<file path="config.mk">
export PLATFORM = sky130hd
export DESIGN_NAME = fmc_bus_seq
export DESIGN_NICKNAME = d
export VERILOG_FILES = /design/src/rtl/fmc_pkg.sv /design/src/rtl/fmc_rd_timer.sv /design/src/rtl/fmc_bus_seq.sv
export SDC_FILE = /design/constraint.sdc
export NUM_CORES = 1
export LEC_CHECK = 0
export CORE_MARGIN = 2
export CORE_UTILIZATION = 25
export CTS_BUF_LIST = sky130_fd_sc_hd__clkbuf_8
export CTS_CLUSTER_DIAMETER = 150
export DETAILED_ROUTE_END_ITERATION = 6
export PLACE_DENSITY = 0.57
export SLEW_MARGIN = 40
export SYNTH_ARGS = -nofsm -noshare
export SYNTH_HDL_FRONTEND = slang
export SYNTH_SLANG_ARGS = --single-unit
</file>
<file path="constraint.sdc">
create_clock -name clk_i -period 2.6 [get_ports clk_i]
set_clock_uncertainty 0.2 [all_clocks]
set_input_delay 0.26 -clock clk_i [delete_from_list [all_inputs] [get_ports clk_i]]
set_output_delay 0.26 -clock clk_i [all_outputs]
set_load 0.03 [all_outputs]
</file>
<file path="src/rtl/fmc_pkg.sv">
// Shared constants and state encoding for the FMC bus sequencer.
package fmc_pkg;

  localparam int unsigned FMC_ADDR_W = 25;
  localparam int unsigned FMC_DATA_W = 16;

  typedef enum logic [2:0] {
    ST_IDLE,
    ST_WR_CAP,
    ST_RD_REQ,
    ST_RD_DRV,
    ST_RECOVER
  } fmc_state_e;

endpackage

</file>
<file path="src/rtl/fmc_rd_timer.sv">
// Read-wait timer: counts cycles while enabled, flags the LIMIT-th enabled cycle.
module fmc_rd_timer #(
  parameter int unsigned LIMIT = 32
) (
  input  logic clk_i,
  input  logic rst_i,
  input  logic clr_i,
  input  logic en_i,
  output logic expired_o
);

  logic [7:0] cnt_q, cnt_d;

  // Expiry is combinational so the sequencer can act on the same edge.
  assign expired_o = en_i && !clr_i && (cnt_q == 8'(LIMIT - 1));

  always_comb begin
    cnt_d = cnt_q;
    if (clr_i) begin
      cnt_d = '0;
    end else if (en_i && !expired_o) begin
      cnt_d = cnt_q + 8'd1;
    end
  end

  always_ff @(posedge clk_i) begin
    if (rst_i) begin
      cnt_q <= '0;
    end else begin
      cnt_q <= cnt_d;
    end
  end

endmodule

</file>
<file path="src/rtl/fmc_bus_seq.sv">
// FMC slave bus sequencer: turns synchronized NE/NOE/NWE into register-map strobes.
// Optional read timeout enabled by defining FMC_RD_TIMEOUT_EN.
module fmc_bus_seq
  import fmc_pkg::*;
#(
  parameter int unsigned              RD_TIMEOUT   = 32,
  parameter logic [FMC_DATA_W-1:0]    TIMEOUT_DATA = 16'hBAD0
) (
  input  logic                  clk_i,
  input  logic                  rst_i,
  input  logic                  cs_n_i,
  input  logic                  rd_n_i,
  input  logic                  wr_n_i,
  input  logic [FMC_ADDR_W-1:0] addr_i,
  input  logic [FMC_DATA_W-1:0] data_i,
  output logic                  wr_en_o,
  output logic [FMC_ADDR_W-1:0] wr_addr_o,
  output logic [FMC_DATA_W-1:0] wr_data_o,
  output logic                  rd_req_o,
  output logic [FMC_ADDR_W-1:0] rd_addr_o,
  input  logic                  rd_ack_i,
  input  logic [FMC_DATA_W-1:0] rd_data_i,
  output logic [FMC_DATA_W-1:0] data_o,
  output logic                  tri_en_o,
  output logic                  busy_o,
  output logic                  err_o
);

  fmc_state_e            state_q, state_d;
  logic                  wr_en_q, wr_en_d;
  logic [FMC_ADDR_W-1:0] wr_addr_q, wr_addr_d;
  logic [FMC_DATA_W-1:0] wr_data_q, wr_data_d;
  logic                  rd_req_q, rd_req_d;
  logic [FMC_ADDR_W-1:0] rd_addr_q, rd_addr_d;
  logic [FMC_DATA_W-1:0] data_q, data_d;
  logic                  tri_en_q, tri_en_d;
  logic                  busy_q, busy_d;
  logic                  wr_strobe, rd_strobe;

  assign wr_strobe = !cs_n_i && !wr_n_i;
  assign rd_strobe = !cs_n_i && !rd_n_i;

`ifdef FMC_RD_TIMEOUT_EN
  logic err_q, err_d;
  logic rd_expired;

  fmc_rd_timer #(
    .LIMIT (RD_TIMEOUT)
  ) u_rd_timer (
    .clk_i     (clk_i),
    .rst_i     (rst_i),
    .clr_i     (state_q != ST_RD_REQ),
    .en_i      (state_q == ST_RD_REQ),
    .expired_o (rd_expired)
  );

  assign err_o = err_q;
`else
  assign err_o = 1'b0;
`endif

  always_comb begin
    state_d   = state_q;
    wr_en_d   = 1'b0;
    wr_addr_d = wr_addr_q;
    wr_data_d = wr_data_q;
    rd_req_d  = 1'b0;
    rd_addr_d = rd_addr_q;
    data_d    = data_q;
    tri_en_d  = 1'b0;
`ifdef FMC_RD_TIMEOUT_EN
    err_d     = err_q;
`endif
    unique case (state_q)
      ST_IDLE: begin
        if (wr_strobe) begin
          state_d   = ST_WR_CAP;
          wr_addr_d = addr_i;
          wr_data_d = data_i;
        end else if (rd_strobe) begin
          state_d   = ST_RD_REQ;
          rd_addr_d = addr_i;
          rd_req_d  = 1'b1;
        end
      end
      ST_WR_CAP: begin
        if (wr_strobe) begin
          wr_addr_d = addr_i;
          wr_data_d = data_i;
        end else begin
          wr_en_d = 1'b1;
          state_d = ST_RECOVER;
        end
      end
      ST_RD_REQ: begin
        // Abort outranks a coincident ack so the pad is never driven after NOE rises.
        if (!rd_strobe) begin
          state_d = ST_RECOVER;
        end else if (rd_ack_i) begin
          data_d   = rd_data_i;
          tri_en_d = 1'b1;
          state_d  = ST_RD_DRV;
`ifdef FMC_RD_TIMEOUT_EN
        end else if (rd_expired) begin
          data_d   = TIMEOUT_DATA;
          tri_en_d = 1'b1;
          err_d    = 1'b1;
          state_d  = ST_RD_DRV;
`endif
        end else begin
          rd_req_d = 1'b1;
        end
      end
      ST_RD_DRV: begin
        if (rd_strobe) begin
          tri_en_d = 1'b1;
        end else begin
          state_d = ST_RECOVER;
        end
      end
      ST_RECOVER: begin
        if (rd_n_i && wr_n_i) begin
          state_d = ST_IDLE;
        end
      end
      default: state_d = ST_IDLE;
    endcase
    busy_d = (state_d != ST_IDLE);
  end

  always_ff @(posedge clk_i) begin
    if (rst_i) begin
      state_q   <= ST_IDLE;
      wr_en_q   <= 1'b0;
      wr_addr_q <= '0;
      wr_data_q <= '0;
      rd_req_q  <= 1'b0;
      rd_addr_q <= '0;
      data_q    <= '0;
      tri_en_q  <= 1'b0;
      busy_q    <= 1'b0;
`ifdef FMC_RD_TIMEOUT_EN
      err_q     <= 1'b0;
`endif
    end else begin
      state_q   <= state_d;
      wr_en_q   <= wr_en_d;
      wr_addr_q <= wr_addr_d;
      wr_data_q <= wr_data_d;
      rd_req_q  <= rd_req_d;
      rd_addr_q <= rd_addr_d;
      data_q    <= data_d;
      tri_en_q  <= tri_en_d;
      busy_q    <= busy_d;
`ifdef FMC_RD_TIMEOUT_EN
      err_q     <= err_d;
`endif
    end
  end

  assign wr_en_o   = wr_en_q;
  assign wr_addr_o = wr_addr_q;
  assign wr_data_o = wr_data_q;
  assign rd_req_o  = rd_req_q;
  assign rd_addr_o = rd_addr_q;
  assign data_o    = data_q;
  assign tri_en_o  = tri_en_q;
  assign busy_o    = busy_q;

endmodule

</file>
; ---- After elaboration in Yosys (flattened, before gate mapping)
; Index checks and enable logic that the tools add are counted.
[op_classes]
eq_ne = 4
muxes = 17
bitwise_logic = 2
reduce_logical = 13
[ops]
columns = cell, n
row1 = $mux 3, 7
row2 = $pmux 3 s5, 1
row3 = $mux 1, 7
row4 = $eq 3x2->1 const B, 2
row5 = $reduce_and 3->1, 2
row6 = $pmux 1 s2, 2
row7 = $reduce_or 2->1, 2
row8 = $eq 3x1->1 const B, 1
row9 = $eq 3x3->1 const B, 1
row10 = $logic_and 1x1->1, 3
row11 = $logic_not 1->1, 3
row12 = $logic_not 3->1, 1
row13 = $reduce_bool 3->1, 1
row14 = $not 1->1, 2
row15 = $reduce_and 2->1, 1
[word_totals]
register_bits = 89
out_inout_bits = 87
word_cells = 45

; ---- Longest topological paths before layout
; Gate-level depths: netlist of run 1.
[logic_depth]
depth_word = 6
mapped_depth = 6
mapped_depth_nobuf = 3

; ---- Least setup slack after synthesis of run 1
; Ideal clock, no wire load.
[synth_timing]
kind = reg2reg
start = register state_q[2]
end = register wr_addr_q[21], in the netlist wr_addr_o[21]
setup_ns = 0.132
arrival_time_ns = 1.311
required_ns = 2.268
slack_ns = 0.956
path_stages_with_launch = 7
n_path_buf = 3
period_less_slack_ns = 1.644
cell_sequence = dfxtp_1 -> buf_6 -> or4_4 -> buf_6 -> buf_6 -> nand2_1 -> a21oi_1
[synth_between]
elab_chain_cells = 3
elab_cells_between_ends = 4
[synth_rtl]
columns = item, line_no
row1 = "start, declared", fmc_bus_seq.sv:29  ; fmc_state_e state_q, state_d;
row2 = "start signal, assigned", fmc_bus_seq.sv:146  ; state_q <= state_d;
row3 = $eq 3x1->1 / $logic_not 3->1 (equally long branches), fmc_bus_seq.sv:74  ; unique case (state_q)
row4 = $reduce_or 2->1 (no source line) *, n/a
row5 = $reduce_and 2->1 (no source line) *, n/a
row6 = "end signal, assigned", fmc_bus_seq.sv:148  ; wr_addr_q <= wr_addr_d;
row7 = "end, declared", fmc_bus_seq.sv:31  ; logic [FMC_ADDR_W-1:0] wr_addr_q, wr_addr_d;
; Every way passes the cells marked *; elsewhere a longest branch is shown, timed or not.
; A chain may end at the register's enable or synchronous reset.

; ---- Worst setup path after layout of run 1
[layout_timing]
start = register state_q[1]
end = register data_q[7], in the netlist data_o[7]
[layout_between]
elab_chain_cells = 2
[layout_rtl]
columns = item, line_no
row1 = $eq 3x2->1, fmc_bus_seq.sv:74
row2 = $reduce_and 3->1 (no source line), n/a
row3 = "end signal, assigned", fmc_bus_seq.sv:152  ; data_q <= data_d;
row4 = "end, declared", fmc_bus_seq.sv:35  ; logic [FMC_DATA_W-1:0] data_q, data_d;
; No other way between the ends.

==> results, run 1 <==
- The number of warnings issued by yosys is 0.
- For this design the ratio of total power to cell area is about 530 nW/µm².
- The number of maximum-capacitance constraint violations is 0.
- The type of the tightest min-delay check is primary input to flop.
- The setup violation total in the final timing report is 0.
- The number of antenna violations at the first check in global routing is 0.
- The tree is rooted in a sky130_fd_sc_hd__clkbuf_8.
- The first TritonRoute pass finished after 4 iterations.
- Entering global routing, the biggest net connects between 100 and 150 pins.
- For this run, the total global-route usage over all layers was measured as 12.3%.
- The critical path is of the flop to flop type.
- The number of hold violations in the final report is 0.
- After the first detailed-routing iteration, the DRC count stood at between 80 and 90.
- The number of pins exceeding their max-slew limit in the final report is 0.
- No sink is reached through more buffers than the 2 on the longest clock path.
- The total overflow left after global routing is 0.
- Row generation in the floorplan step produced between 40 and 50 rows.
- The upper clock frequency limit is ~530 MHz.
- For this run, design rule violations remaining after detail routing come to 0.
- The number of hold-repair buffers added at the cts stage is 0.
- Synthesis instantiated 25 different standard cells from the library.
- Post-CTS timing repair inserted 0 buffers for setup.
- Compared with the post-synthesis result, the final layout area differs by 48.7%.
- At the worst endpoint, the required time is 2.69 ns.
- The synthesized net count is 459.
- The die is about 120 µm wide.
- The global placement routability congestion is a little over 0.7.
- The number of vias in the routed layout is a little over 3k.
- The number of H-tree branching levels is 3.
- The design draws about 2.8 mW.
- The endpoint class of the critical path is a flop.
- Setup repair after global routing left no endpoint under its margin.
- The highest signal layer in the routed design is met4.
- For this design the static power due to leakage is 1.84 nW.
- Detailed routing placed a total of between 4000 and 5000 µm of wire on met2.
- Final hold analysis gives a worst-case slack of approximately 0.24 ns.
- The post-DP HPWL is ~6300 µm.
- The total number of clock tree sinks is 89.
- Yosys mapped a number of flops with a built-in enable equal to 0.
- Synthesis produced 396 cells.
- The count of input and output buffers is about 150.
- The number of global-route vias before repair is ~3k.
- Of all flip-flops after synthesis, the portion carrying an async set or reset was 0%.
- The CTS tree is done.
- The critical-path maximum fanout is 16.
- Synthesis inferred slightly below 90 register bits.
- Leaving out fill and tap cells, the most frequent cell in the layout is sky130_fd_sc_hd__clkdlybuf4s50_1.
- In this run the remaining antenna-violating nets after routing total 0.
- Once layout is complete, the utilization of the core stands at 38.4%.
- The repair_antennas step left the layout with diodes totalling 0.
- In the final layout, the share of cells above drive strength 1 is about 5%.
- In the final timing run, aggregate negative setup slack is 0 ns.
- STA classifies the critical path startpoint as a flop.
- The first global-routing pass estimated between 10000 and 15000 µm of wire.
- The fraction of the cycle the final worst path needs is between 70% and 80%.
- After synthesis the cells add up to between 3000 and 4000 µm².
- The routed wire length on met3 is approximately 730 µm.
- The peak supply drop is between 0.3 and 0.4 mV.
- The post-layout minimum cycle time is around 1.9 ns.
- The final net count is about 590.
- The insertion delay of the later-clocked pin in the worst-skew pair is 0.36 ns.
- The top flip-flop cell by instance count after synthesis is sky130_fd_sc_hd__dfxtp_1.
- The depth of the most critical reg-to-reg path is 4.
- After synthesis, the mean cell area works out to 9.11 µm².
- Clock tree synthesis inserted a total of 9 buffers.
- After detailed routing, the average wire length per cell comes to ~13 µm.
- The floorplan die area is roughly 15000 µm².
- Clock-pin slew was measured on the worst setup and hold paths at 0.08 ns.
- The flow ran to the end, and the final reports show no timing, DRC or antenna violations.
- The floorplan step defined a core boundary enclosing 14000 µm².
- The data arrival time of the critical path is around 2 ns.
- In the routed layout, each cell is associated on average with a via count of 4.29.
- For this design the top-level I/O count stands at 150.
- The initial core utilization is around 26%.
- Along the worst hold path, the cell count comes to 3.
- The aggregate routed wire length is 9480 µm.
- The die is roughly 120 µm tall.
- Of the synthesized area, sequential elements account for between 40% and 50%.
- The top cell types in the final layout, fill and taps aside, are sky130_fd_sc_hd__clkdlybuf4s50_1, sky130_fd_sc_hd__dfxtp_1, sky130_fd_sc_hd__nand2_1, sky130_fd_sc_hd__nand2b_1, sky130_fd_sc_hd__a21oi_1.
- The number of gates resized after CTS was 0.
- The wire length on met1 is ~4300 µm.
cell families after synthesis:
family | share of synthesized area (%)
DFF | 49.4
AOI/OAI and AO/OA | 7.63
other | 0.104
muxes | 11.4
buffers and inverters | 5.58
and+or+nand+nor | 25.9
power by group:
part | switching (mW) | total, mW | internal (mW)
clock network | 0.483 | 0.899 | 0.416
registers | 0.0306 | 1.44 | 1.41
logic | 0.246 | 0.481 | 0.235
total | 0.760 | 2.82 | 2.06
metrics by stage:
stage,setup slack (ns),cell area (µm²),instances
finish,0.727,5370,713
CTS,0.681,5370,713
global route,0.565,5370,713
floorplan,0.956,3610,396
detailed placement,0.366,5180,698
global placement,0.403,5180,698
synth_stat cells, types with 2 or more instances:
cell                       instances  area (µm²)
sky130_fd_sc_hd__dfxtp_1          89        1780
sky130_fd_sc_hd__nand2_1          83         312
sky130_fd_sc_hd__nand2b_1         83         519
sky130_fd_sc_hd__a21oi_1          43         215
sky130_fd_sc_hd__mux2i_1          41         410
sky130_fd_sc_hd__clkbuf_1         12        45.0
sky130_fd_sc_hd__buf_6             7        78.8
sky130_fd_sc_hd__buf_4             6        45.0
sky130_fd_sc_hd__buf_2             5        25.0
sky130_fd_sc_hd__nor2_1            4        15.0
sky130_fd_sc_hd__o21ai_0           4        20.0
sky130_fd_sc_hd__nor2b_1           3        18.8
sky130_fd_sc_hd__o21a_1            3        22.5
sky130_fd_sc_hd__nor4_1            2        12.5
worst max-delay path: stages, from the launching register on:
cell	delay, ns
sky130_fd_sc_hd__dfxtp_1	0.52
sky130_fd_sc_hd__nor4b_2	0.34
sky130_fd_sc_hd__and3b_1	0.21
sky130_fd_sc_hd__buf_4	0.29
sky130_fd_sc_hd__mux2i_1	0.23
layer usage:
layer,track usage [%],vias to the layer above
li1,-,1540
met1,15.1,1411
met2,19.4,97
met3,4.62,11
met4,5.06,0
met5,0,-
state kept, by name (all words and copies together), names as in the netlist:
register	flops
busy_o	1
data_o	16
rd_addr_o	25
rd_req_o	1
state_q	3
tri_en_o	1
wr_addr_o	25
wr_data_o	16
wr_en_o	1
cell type report:
class                      count  area, µm²
fill                        1434       8620
inverter                       1       3.75
multi-input combinational    275       1640
tap                          180        225
timing repair buffer         153       1540
clock buffer                  12        165
sequential                    89       1780
clock inverter                 3       15.0
path summary, 6_finish.rpt:
path                            slack (ns)          start            end
worst max-delay path                  0.73     state_q[1]      data_o[7]
worst min-delay path                  0.24      data_i[4]   wr_data_o[4]
worst max register to register        0.73     state_q[1]      data_o[7]
worst min register to register        0.26  wr_addr_o[16]  wr_addr_o[16]
(Power assumes the default switching activity.)
==> run 2, diff against run 1 <==
clock period = 1.9 ns   (was 2.6 ns; I/O delays follow)
==> results, run 2 (synthesis gave the netlist of run 1 again) <==
- The number of hold violations in the final report is 0.
- Before CTS, the worst setup slack after placement is -0.145 ns.
- The total grt overflow is 0.
- The number of pins exceeding their max-slew limit in the final report is 0.
- The highest-delay cell along the critical path is sky130_fd_sc_hd__clkdlybuf4s50_1.
- After detailed routing, the total wire length is roughly 9600 µm.
- The critical-path maximum fanout is 2.
- The number of rows created at floorplan is between 40 and 50.
- Clock latency on the worst-skew pair, taken at its later pin, is 0.36 ns.
- Once detailed placement completed, the half-perimeter wirelength came to slightly below 7000 µm.
- The number of gates resized after CTS was 0.
- Buffers added to address setup during post-CTS repair amount to 0.
- The largest incremental delay on the critical path is approximately 0.70 ns.
- The count of unresolved DRC violations after routing is 0.
- The number of global-route vias before repair is approximately 3.1k.
- The number of hold buffers added after CTS was 0.
- Grouping stages by cell kind, the critical path spends the most delay in buffers and inverters.
- For this block, the initial DRC count from the detailed router was 124.
- Entering global routing, the biggest net connects 130 pins.
- The number of iterations in the first detailed-routing pass is 4.
- The total placed cells including tap cells is around 700.
- Leaving out fill and tap cells, the most frequent cell in the layout is sky130_fd_sc_hd__clkdlybuf4s50_1.
- The final layout contains 600 nets.
- STA puts the critical path data required time at 1.51 ns.
- The total number of clock tree sinks is roughly 90.
- The flow ran to the end, and the final reports show no timing, DRC or antenna violations.
- The count of nets left with antenna violations once routing finished came out at 0.
- For this configuration, the core starts out at a cell density of 25.8%.
- The setup slack after layout is between 0.09 and 0.1 ns.
- The final standard cell count with taps included and fillers excluded is 720.
- The critical path in this run is classified as flop to primary output.
- The setup violation total in the final timing report is 0.
- The endpoint class of the critical path is a primary output.
- The count of buffer and inverter cells on the critical path is 1.
- After floorplanning, the core was sized to cover 14000 µm².
- STA classifies the critical path startpoint as a flop.
- The first global-routing pass estimated around 15000 µm of wire.
- The fraction of the cycle the final worst path needs is a little over nine tenths.
- The die is roughly 120 µm tall.
- Power spread over the standard cell area amounts to 735 nW/µm².
- In the final layout, the share of cells above drive strength 1 is between 5 and 6%.
- The startpoint identified for the worst hold timing path is rst_i.
- From synthesis to final layout, the design area changed by 52.2%.
- The die is between 100 and 150 µm wide.
- In the layout the commonest cells are sky130_fd_sc_hd__clkdlybuf4s50_1, sky130_fd_sc_hd__dfxtp_1, sky130_fd_sc_hd__nand2_1, sky130_fd_sc_hd__nand2b_1, sky130_fd_sc_hd__a21oi_1.
- For this run, the top clock speed supported by timing is between 500 and 600 MHz.
- The cell depth of the worst min-delay path is 3.
- Setup repair after global routing left no endpoint under its margin.
- The total power is between 4 and 5 mW.
- The number of vias in the routed layout is slightly above 3k.
- The critical path goes through clkdlybuf4s50_1.
- Across the run, the number of max-cap violations was 0.
- Dividing the detail-routed via count by the number of cells gives around 4.3.
- Port buffering added roughly 150 buffers.
- The number of primary I/O pins is 150.
- Counting along the longest clock path gives a buffer depth of 2.
- The antenna diode count is 0.
- Data arrives at the worst endpoint at around 1.4 ns.
- The H-tree generated during clock tree synthesis spans 3 levels.
- The floorplan die area is ~15000 µm².
- Buffers inserted during clock tree synthesis total 9.
- The library cell used as clock root buffer is sky130_fd_sc_hd__clkbuf_8.
- The all-layer global routing usage is about an eighth.
- The total of fill cells in the finished design is ~1.4k.
- The clock transition at the registers of the reported paths is ~0.080 ns.
- The routed design could run at a clock period as short as around 1.8 ns.
- The CTS tree is done.
- The path with the worst hold slack has its endpoint at wr_addr_o[15].
- The capture instance of the worst register-to-register path is wr_data_o[0].
- The launch point of the worst reg-to-reg path is state_q[2].
- The register-to-register path setup slack is about 0.17 ns.
- The number of antenna violations at the first check in global routing is 0.
- The beginning of the critical path is rd_addr_o[15].
- In this run the static leakage power is 1.90 nW.
- The depth of the most critical reg-to-reg path is 5.
- IR analysis of the VDD net gives a maximum drop of about 0.54 mV.
- The global placement routability congestion is around 0.71.
- The average wire per standard cell is about 13 µm.
- The min-delay analysis places its worst path in the category primary input to flop.
==> run 2: cell count changes in the layout (fill, tap and decap cells not counted) <==
cell / change
sky130_fd_sc_hd__clkbuf_8: -3
sky130_fd_sc_hd__buf_12: +4
sky130_fd_sc_hd__bufinv_16: +2
sky130_fd_sc_hd__buf_4: +4
sky130_fd_sc_hd__clkinv_2: -1
sky130_fd_sc_hd__inv_1: +1
==> run 2: per-layer routing <==
| metal | part of all wire (%) | global-route usage [%] |
|---|---|---|
| met4 | 1.2 | 3.79 |
| met2 | 47 | 21.3 |
| met1 | 43 | 14.7 |
| met5 | 0 | 0 |
| met3 | 8.5 | 6.09 |
==> run 2: worst max-delay path by stage <==
stage,end,slack (ns),cells past startpoint
after detailed placement,wr_data_o[0],-0.15,5
after global placement,wr_addr_o[12],-0.10,5
after global routing,rd_addr_o[13],0.01,1
after CTS,wr_addr_o[9],0.05,1
final,rd_addr_o[15],0.09,1
after floorplan,wr_addr_o[21],0.26,6
==> run 2: tightest hold or removal path, delay by kind of cell <==
kind,cells,cell delay [ns]
buf+inv,2,0.34
compound gates,1,0.15
==> run 2: final cells by class <==
class                           count  area, µm²  area share, %
Timing Repair Buffer              161       1650           30.0
Multi-Input combinational cell    275       1640           29.8
Clock buffer                        9        124           2.26
Tap cell                          180        225           4.10
Sequential cell                    89       1780           32.4
Inverter                            1       3.75         0.0683
Clock inverter                      5       73.8           1.34
==> run 2: stage by stage <==
| step | setup TNS (ns) | util [%] | hold slack, ns | area, µm² |
|---|---|---|---|---|
| finish | 0 | 39.3 | 0.164 | 5490 |
| global route | 0 | 39.3 | 0.136 | 5490 |
| CTS | 0 | 39.3 | 0.136 | 5490 |
| detailed placement | -6.37 | 37.9 | 0.246 | 5300 |
| global placement | -3.99 | 37.9 | 0.243 | 5300 |
| floorplan | 0 | - | 0.126 | 3610 |
==> run 2: where the power goes <==
group	internal, mW	total [mW]	leakage, nW	switching, mW
Combinational	0.343	0.686	1.07	0.342
Sequential	1.93	1.97	0.723	0.0399
Clock	0.718	1.38	0.106	0.660
==> run 3, diff against run 2 <==
CTS_CLUSTER_SIZE = 25   (was not set)
==> results of run 3 <==
No change in the layout: final DEF, timing and power equal those of run 2.
